`src/rtl/fft_butterfly_pipe.sv`:
```
// Radix-2 DIT butterfly x = (a + b*W)/2, y = (a - b*W)/2 with a 3-stage
// valid/ready pipeline, Q2.14 twiddles from an external ROM, and saturation.
module fft_butterfly_pipe #(
  parameter int unsigned WIDTH = 16
) (
  input  logic                    clk,
  input  logic                    rst,
  input  logic                    in_valid,
  output logic                    in_ready,
  input  logic signed [WIDTH-1:0] a_re,
  input  logic signed [WIDTH-1:0] a_im,
  input  logic signed [WIDTH-1:0] b_re,
  input  logic signed [WIDTH-1:0] b_im,
  input  logic        [3:0]       tw_idx,
  output logic        [3:0]       tw_addr,
  input  logic signed [WIDTH-1:0] wr,
  input  logic signed [WIDTH-1:0] wi,
  output logic                    out_valid,
  input  logic                    out_ready,
  output logic signed [WIDTH-1:0] x_re,
  output logic signed [WIDTH-1:0] x_im,
  output logic signed [WIDTH-1:0] y_re,
  output logic signed [WIDTH-1:0] y_im,
  output logic                    sat
);

  localparam int unsigned LATENCY = 3;
  localparam int unsigned PW = 2 * WIDTH;
  localparam int unsigned SW = PW + 1;
  localparam int unsigned AW = SW + 1;
  localparam logic signed [AW-1:0] MAXV = {{(AW-WIDTH+1){1'b0}}, {(WIDTH-1){1'b1}}};
  localparam logic signed [AW-1:0] MINV = {{(AW-WIDTH+1){1'b1}}, {(WIDTH-1){1'b0}}};

  logic               en;
  logic [LATENCY-1:0] vld_q, vld_d;

  logic signed [WIDTH-1:0] a_re1_q, a_im1_q, b_re1_q, b_im1_q, wr1_q, wi1_q;
  logic signed [WIDTH-1:0] a_re2_q, a_im2_q;
  logic signed [PW-1:0]    p_rr_q, p_ii_q, p_ri_q, p_ir_q;

  logic signed [SW-1:0] t_re_full, t_im_full, t_re, t_im;
  logic signed [AW-1:0] sum_xr, sum_xi, sum_yr, sum_yi;
  logic        [WIDTH:0] res_xr, res_xi, res_yr, res_yi;

  logic signed [WIDTH-1:0] x_re_q, x_im_q, y_re_q, y_im_q;
  logic signed [WIDTH-1:0] x_re_d, x_im_d, y_re_d, y_im_d;
  logic                    sat_q, sat_d;

  // Returns {clipped, value}.
  function automatic logic [WIDTH:0] clip_f(input logic signed [AW-1:0] v);
    if (v > MAXV)      return {1'b1, 1'b0, {(WIDTH-1){1'b1}}};
    else if (v < MINV) return {1'b1, 1'b1, {(WIDTH-1){1'b0}}};
    else               return {1'b0, v[WIDTH-1:0]};
  endfunction

  assign en        = !vld_q[LATENCY-1] || out_ready;
  assign in_ready  = en;
  assign tw_addr   = tw_idx;
  assign out_valid = vld_q[LATENCY-1];
  assign vld_d     = {vld_q[LATENCY-2:0], in_valid};

  always_ff @(posedge clk) begin
    if (rst)     vld_q <= '0;
    else if (en) vld_q <= vld_d;
  end

  // S1: operands and twiddle, sampled together
  always_ff @(posedge clk) begin
    if (en && in_valid) begin
      a_re1_q <= a_re;
      a_im1_q <= a_im;
      b_re1_q <= b_re;
      b_im1_q <= b_im;
      wr1_q   <= wr;
      wi1_q   <= wi;
    end
  end

  // S2: full-precision partial products
  always_ff @(posedge clk) begin
    if (en && vld_q[0]) begin
      a_re2_q <= a_re1_q;
      a_im2_q <= a_im1_q;
      p_rr_q  <= PW'(b_re1_q) * PW'(wr1_q);
      p_ii_q  <= PW'(b_im1_q) * PW'(wi1_q);
      p_ri_q  <= PW'(b_re1_q) * PW'(wi1_q);
      p_ir_q  <= PW'(b_im1_q) * PW'(wr1_q);
    end
  end

  // S3 combine: floor shifts throughout, t kept wide so a+t cannot wrap
  always_comb begin
    t_re_full = SW'(p_rr_q) - SW'(p_ii_q);
    t_im_full = SW'(p_ri_q) + SW'(p_ir_q);
    t_re      = t_re_full >>> (WIDTH - 2);
    t_im      = t_im_full >>> (WIDTH - 2);
    sum_xr    = (AW'(a_re2_q) + AW'(t_re)) >>> 1;
    sum_xi    = (AW'(a_im2_q) + AW'(t_im)) >>> 1;
    sum_yr    = (AW'(a_re2_q) - AW'(t_re)) >>> 1;
    sum_yi    = (AW'(a_im2_q) - AW'(t_im)) >>> 1;
    res_xr    = clip_f(sum_xr);
    res_xi    = clip_f(sum_xi);
    res_yr    = clip_f(sum_yr);
    res_yi    = clip_f(sum_yi);
    x_re_d    = res_xr[WIDTH-1:0];
    x_im_d    = res_xi[WIDTH-1:0];
    y_re_d    = res_yr[WIDTH-1:0];
    y_im_d    = res_yi[WIDTH-1:0];
    sat_d     = res_xr[WIDTH] | res_xi[WIDTH] | res_yr[WIDTH] | res_yi[WIDTH];
  end

  always_ff @(posedge clk) begin
    if (rst) begin
      x_re_q <= '0;
      x_im_q <= '0;
      y_re_q <= '0;
      y_im_q <= '0;
      sat_q  <= 1'b0;
    end else if (en && vld_q[1]) begin
      x_re_q <= x_re_d;
      x_im_q <= x_im_d;
      y_re_q <= y_re_d;
      y_im_q <= y_im_d;
      sat_q  <= sat_d;
    end
  end

  assign x_re = x_re_q;
  assign x_im = x_im_q;
  assign y_re = y_re_q;
  assign y_im = y_im_q;
  assign sat  = sat_q;

endmodule
```
`config.mk`:
```
export PLATFORM = sky130hd
export DESIGN_NAME = fft_butterfly_pipe
export DESIGN_NICKNAME = d
export VERILOG_FILES = /design/src/rtl/fft_butterfly_pipe.sv
export SDC_FILE = /design/constraint.sdc
export NUM_CORES = 2
export LEC_CHECK = 0
export ABC_CLOCK_PERIOD_IN_PS = 8900
export CORE_UTILIZATION = 50
export CTS_BUF_LIST = sky130_fd_sc_hd__clkbuf_2 sky130_fd_sc_hd__clkbuf_4 sky130_fd_sc_hd__clkbuf_8
export DETAILED_ROUTE_END_ITERATION = 7
export PLACE_DENSITY = 0.69
export REMOVE_ABC_BUFFERS = 1
export SKIP_LAST_GASP = 1
export SYNTH_ARGS = -nofsm -noshare
export SYNTH_HDL_FRONTEND = slang
export SYNTH_SLANG_ARGS = --single-unit
```
`constraint.sdc`:
```
create_clock -name clk -period 8.9 [get_ports clk]
set_clock_uncertainty 0.2 [all_clocks]
set_input_delay 1.335 -clock clk [delete_from_list [all_inputs] [get_ports clk]]
set_output_delay 1.335 -clock clk [all_outputs]
set_load 0.005 [all_outputs]
```
After elaboration in Yosys (flattened, before gate mapping):

Index checks and enable logic that the tools add are counted.

* $add $sub $neg: 6
* multipliers: 4
* $lt $le $gt $ge: 8
* muxes and demuxes: 8
* bitwise gates (word level): 3
* reduce and logical (&&, ||, !) cells: 5

Operators with widths (count)
* 17-bit 2-to-1 mux: 8
* 16-bit by 16-bit multiplier with 32-bit output: 4
* 19-bit by 16-bit greater-than comparator with 1-bit output (second input constant): 4
* 19-bit by 16-bit less-than comparator with 1-bit output (second input constant): 4
* 16-bit by 19-bit adder with 20-bit output: 2
* 16-bit by 19-bit subtractor with 20-bit output: 2
* 32-bit by 32-bit adder with 33-bit output: 1
* 32-bit by 32-bit subtractor with 33-bit output: 1
* 1-bit logical AND: 3
* 1-bit OR: 3
* 1-bit zero test: 1
* 1-bit logical OR: 1

* flip-flop bits (word level): 324
* bits of input ports: 104
* output and inout port bits: 71
* word-level logic and storage cells: 52

Depth between registers and ports, before layout:

* word-level depth: 8
* mapped depth: 27

Worst setup path before layout:

Ideal clock, no wire load.

* path type: flip-flop to flip-flop
* from: register b_im1_q[15]
* to: register p_ir_q[31] (data pin)
* setup time: 0.167 ns
* arrival time: 6.208 ns
* data required time: 8.533 ns
* setup slack: 2.325 ns
* stages on the path, launching flop included: 24
* path through: edfxtp_1 > clkbuf_1 > nand2_1 > inv_1 > fa_1 > fa_1 > inv_1 > fa_1 > fa_1 > fa_1 > inv_1 > fa_1 > ha_1 > a21o_1 > a21o_1 > a21oi_1 > o21ai_0 > a21o_1 > a21o_1 > a22o_1 > a41o_1 > o41ai_2 > nor2_1 > a211oi_1

* word-level cells in the longest chain between the ends: 1

RTL lines
* start, declared: line 37 `logic signed [WIDTH-1:0] a_re1_q, a_im1_q, b_re1_q, b_im1_q, wr1_q, wi1_q;`
* start signal, assigned: line 73 `b_im1_q <= b_im;`
* 16-bit by 16-bit multiplier with 32-bit output: line 87 `p_ir_q <= PW'(b_im1_q) * PW'(wr1_q);`
* end signal, assigned: line 87
* end, declared: line 39 `logic signed [PW-1:0] p_rr_q, p_ii_q, p_ri_q, p_ir_q;`

No other way between the ends.
A chain may end at the register's enable or synchronous reset.

Worst setup path after layout:

* from: register wr1_q[1]
* to: register p_ir_q[31] (data pin)

* word-level cells in the longest chain between the ends: 1

RTL lines
* start, declared: line 37
* start signal, assigned: line 74 `wr1_q <= wr;`
* 16-bit by 16-bit multiplier with 32-bit output: line 87

No other way between the ends.

==> impl_metrics.ini <==
[die]
initial_core_util_pct = 50.5
rows = 122
die_w_um = 336
ios = 175
core-area_mm2 = 0.111
dieArea_mm2 = 0.113
die_h_um = 336

[final_layout]
fillers = 9782
drive_above_1_share_pct = 5.18
layout.area.seq_mm2 = 0.00905
multi_input_area_mm2 = 0.0411
finalNetCount = 7492
area_delta_synth_final_pct = 8.38

[route]
first_pass_iters = 6
drt_iter0_drc = 2660
routed_wl_um = 146000
route.vias.total = 39773
route.detailed.drc = 0
ant_nets = 0
routedWlPerCell_um = 19.7
via_per_inst = 5.37

[worst_setup_path]
crit_path_max_incr_delay_ps = 1130
cp-start-kind = flop
cp_num_buf_inv = 3
reg2reg_slack_ps = 1310
criticalPathCategory = reg -> reg
endpoint_kind = flop
rr_worst_depth = 22
cpMostUsedCell = fa_1
required_ps = 9220
cpLargestDelayFamily = adder cells
worstPathCellList = nand2_1 > inv_1 > fa_1 > fa_1 > inv_1 > fa_1 > fa_1 > fa_1 > inv_1 > fa_1 > ha_1 > a21o_1 > a21o_1 > a21oi_1 > o21ai_0 > a21o_1 > a21o_1 > a22o_1 > a41o_1 > o41ai_2 > nor2_1 > a211oi_1
crit_fanout = 23
reg2reg_to = p_ir_q[31]
crit_path_top_delay_cell = edfxtp_1
reg2reg_from = wr1_q[1]
cp.arrival_ps = 7910

[place]
dp_hpwl_um = 117000
globalplace.congestion = 0.959
io_buffers = 166

[clocking]
clock-root-buffer = clkbuf_8
postCtsSetupRepairBufs = 0
ctsResizeCount = 0
clk-insertion-delay-late_ps = 740
clock_path_buffers = 3
clock-sinks = 324
postCtsHoldBufs = 0
clk_pin_slew_ps = 60
tritoncts = done
numCtsBuffers = 67
cts.htree.levels = 3

[min_path]
hold_path_end = a_re2_q[15]
hp-start = a_re1_q[15]
worstHoldPathCells = 0
min_path_type = reg -> reg

[yosys]
postSynthCellCount = 5791
async_reset_ff_share_pct = 0
synth-seq-cells = 324
synthDominantCellAreaShare_pct = 37.7
avgSynthCellArea_um2 = 9.64
synth_area_mm2 = 0.0559
synth-edff-count = 256
synth_top_area_cell = fa_1
ys_warn_count = 0
synth_ff_type = edfxtp_1
synth_cell_type_count = 97
synth_area_leaders = fa_1 38%, edfxtp_1 14%, ha_1 10%, inv_1 8.3%, and2_1 4.6%
ys_seq_area_share_pct = 16.2

[timing]
hold_viol = 0
post-route-min-period_ps = 7590
rsz0062_at_grt = false
setup_viol = 0
period_share_pct = 85.3
drv_slew = 0
setup_tns_ps = 0
fmaxAchievable_ghz = 0.132
relSlewSlack_pct = 19.4
worstMarginPinSlew_ps = 1210

[status]
status = completed

[global_routing]
grt_pass1_wl_um = 234000
grt_pass1_vias = 42274
globalRouteTotalUtil_pct = 27.1
globalRouteOverflowTotal = 0
grt_max_degree = 79
antenna_found_initial = 3

[job]
max_cap_violations = 0
==> synthesized netlist by cell type (13+ instances only) <==
| cell | n |
|---|---|
| nand2_1 | 644 |
| nor2_1 | 254 |
| a21o_1 | 57 |
| and2_1 | 410 |
| or3_1 | 18 |
| o21a_1 | 31 |
| ha_1 | 467 |
| xor2_1 | 43 |
| dfxtp_1 | 68 |
| inv_1 | 1242 |
| nand4_1 | 22 |
| a211oi_1 | 27 |
| a21oi_1 | 168 |
| clkbuf_1 | 222 |
| xnor2_1 | 188 |
| buf_2 | 13 |
| o21bai_1 | 46 |
| o22ai_1 | 26 |
| a31oi_1 | 19 |
| nand3_1 | 35 |
| o21ai_0 | 81 |
| fa_1 | 1052 |
| nor2b_1 | 28 |
| edfxtp_1 | 256 |
| nor3_1 | 50 |
| nand2b_1 | 81 |
==> placed cells by master, fill, tap and decap left out, drive strengths merged, types with 81 or more instances in the layout <==
| cell | instances |
|---|---|
| inv | 1246 |
| fa | 1052 |
| nand2 | 645 |
| ha | 467 |
| and2 | 411 |
| edfxtp | 256 |
| nor2 | 255 |
| xnor2 | 188 |
| a21oi | 181 |
| clkdlybuf4s50 | 165 |
| buf | 95 |
| o21ai | 87 |
| clkbuf | 83 |
| nand2b | 81 |
==> layer usage <==
metal / track usage [%] / share of wire [%] / up-vias
li1: - / - / 17926
met1: 35.9 / 41 / 20154
met2: 42.8 / 46 / 1426
met3: 5.11 / 7.8 / 265
met4: 12.8 / 5.2 / 2
met5: 0 / 0.0089 / -
==> worst max-delay path by stage <==
stage / startpoint / to / slack, ps / depth (start not counted)
2_1_floorplan: b_im1_q[10] / p_ii_q[30] / 2190 / 24
3_3_place_gp: wr1_q[1] / p_ir_q[31] / 1520 / 22
3_5_place_dp: wr1_q[1] / p_ir_q[31] / 1350 / 22
4_1_cts: wr1_q[1] / p_ir_q[31] / 1320 / 22
5_1_grt: wr1_q[1] / p_ir_q[31] / 910 / 22
6_report: wr1_q[1] / p_ir_q[31] / 1310 / 22
==> state kept, by name, summed over array words and instances (netlist names) <==
register and count:
p_ii_q 32, p_ir_q 32, p_ri_q 32, p_rr_q 32, a_im1_q 16, a_im2_q 16
a_re1_q 16, a_re2_q 16, b_im1_q 16, b_re1_q 16, wi1_q 16, wr1_q 16
x_im 16, x_re 16, y_im 16, y_re 16, vld_q 3, sat 1
==> metrics by stage <==
step	instances	area (um2)	hold WS (ps)	utilization [%]	worst slack, ps
after floorplan	5540	54800	200	-	2190
after global placement	7288	59100	201	53.4	1520
after detailed placement	7288	59100	205	53.4	1350
after CTS	7409	60500	184	54.7	1320
after global routing	7410	60500	199	54.7	907
final	7410	60500	196	54.7	1310
==> cell families (layout without fill, tap and decap cells) <==
logic type	after synthesis	count (layout)	share of synthesized area, %
AOI/OAI and AO/OA	591	591	7.38
xor gates and xnor gates	231	231	3.62
adders and majority gates	1519	1519	48.2
buffers and inverters	1493	1623	10.2
DFF	324	324	16.2
muxes	7	7	0.137
other	0	1	0
and+or+nand+nor	1626	1626	14.3
==> cell type report <==
class / count / area share, %
clock inverter: 38 / 0.655
clock buffer: 83 / 1.78
timing repair buffer: 260 / 3.92
sequential: 324 / 14.9
antenna: 1 / 0.00413
multi-input combinational: 3974 / 67.9
tap: 1488 / 3.08
inverter: 1242 / 7.70
Power is left out: the tool's default activity adds up to more than one toggle a clock period on the data nets, which glitch-free logic cannot reach.
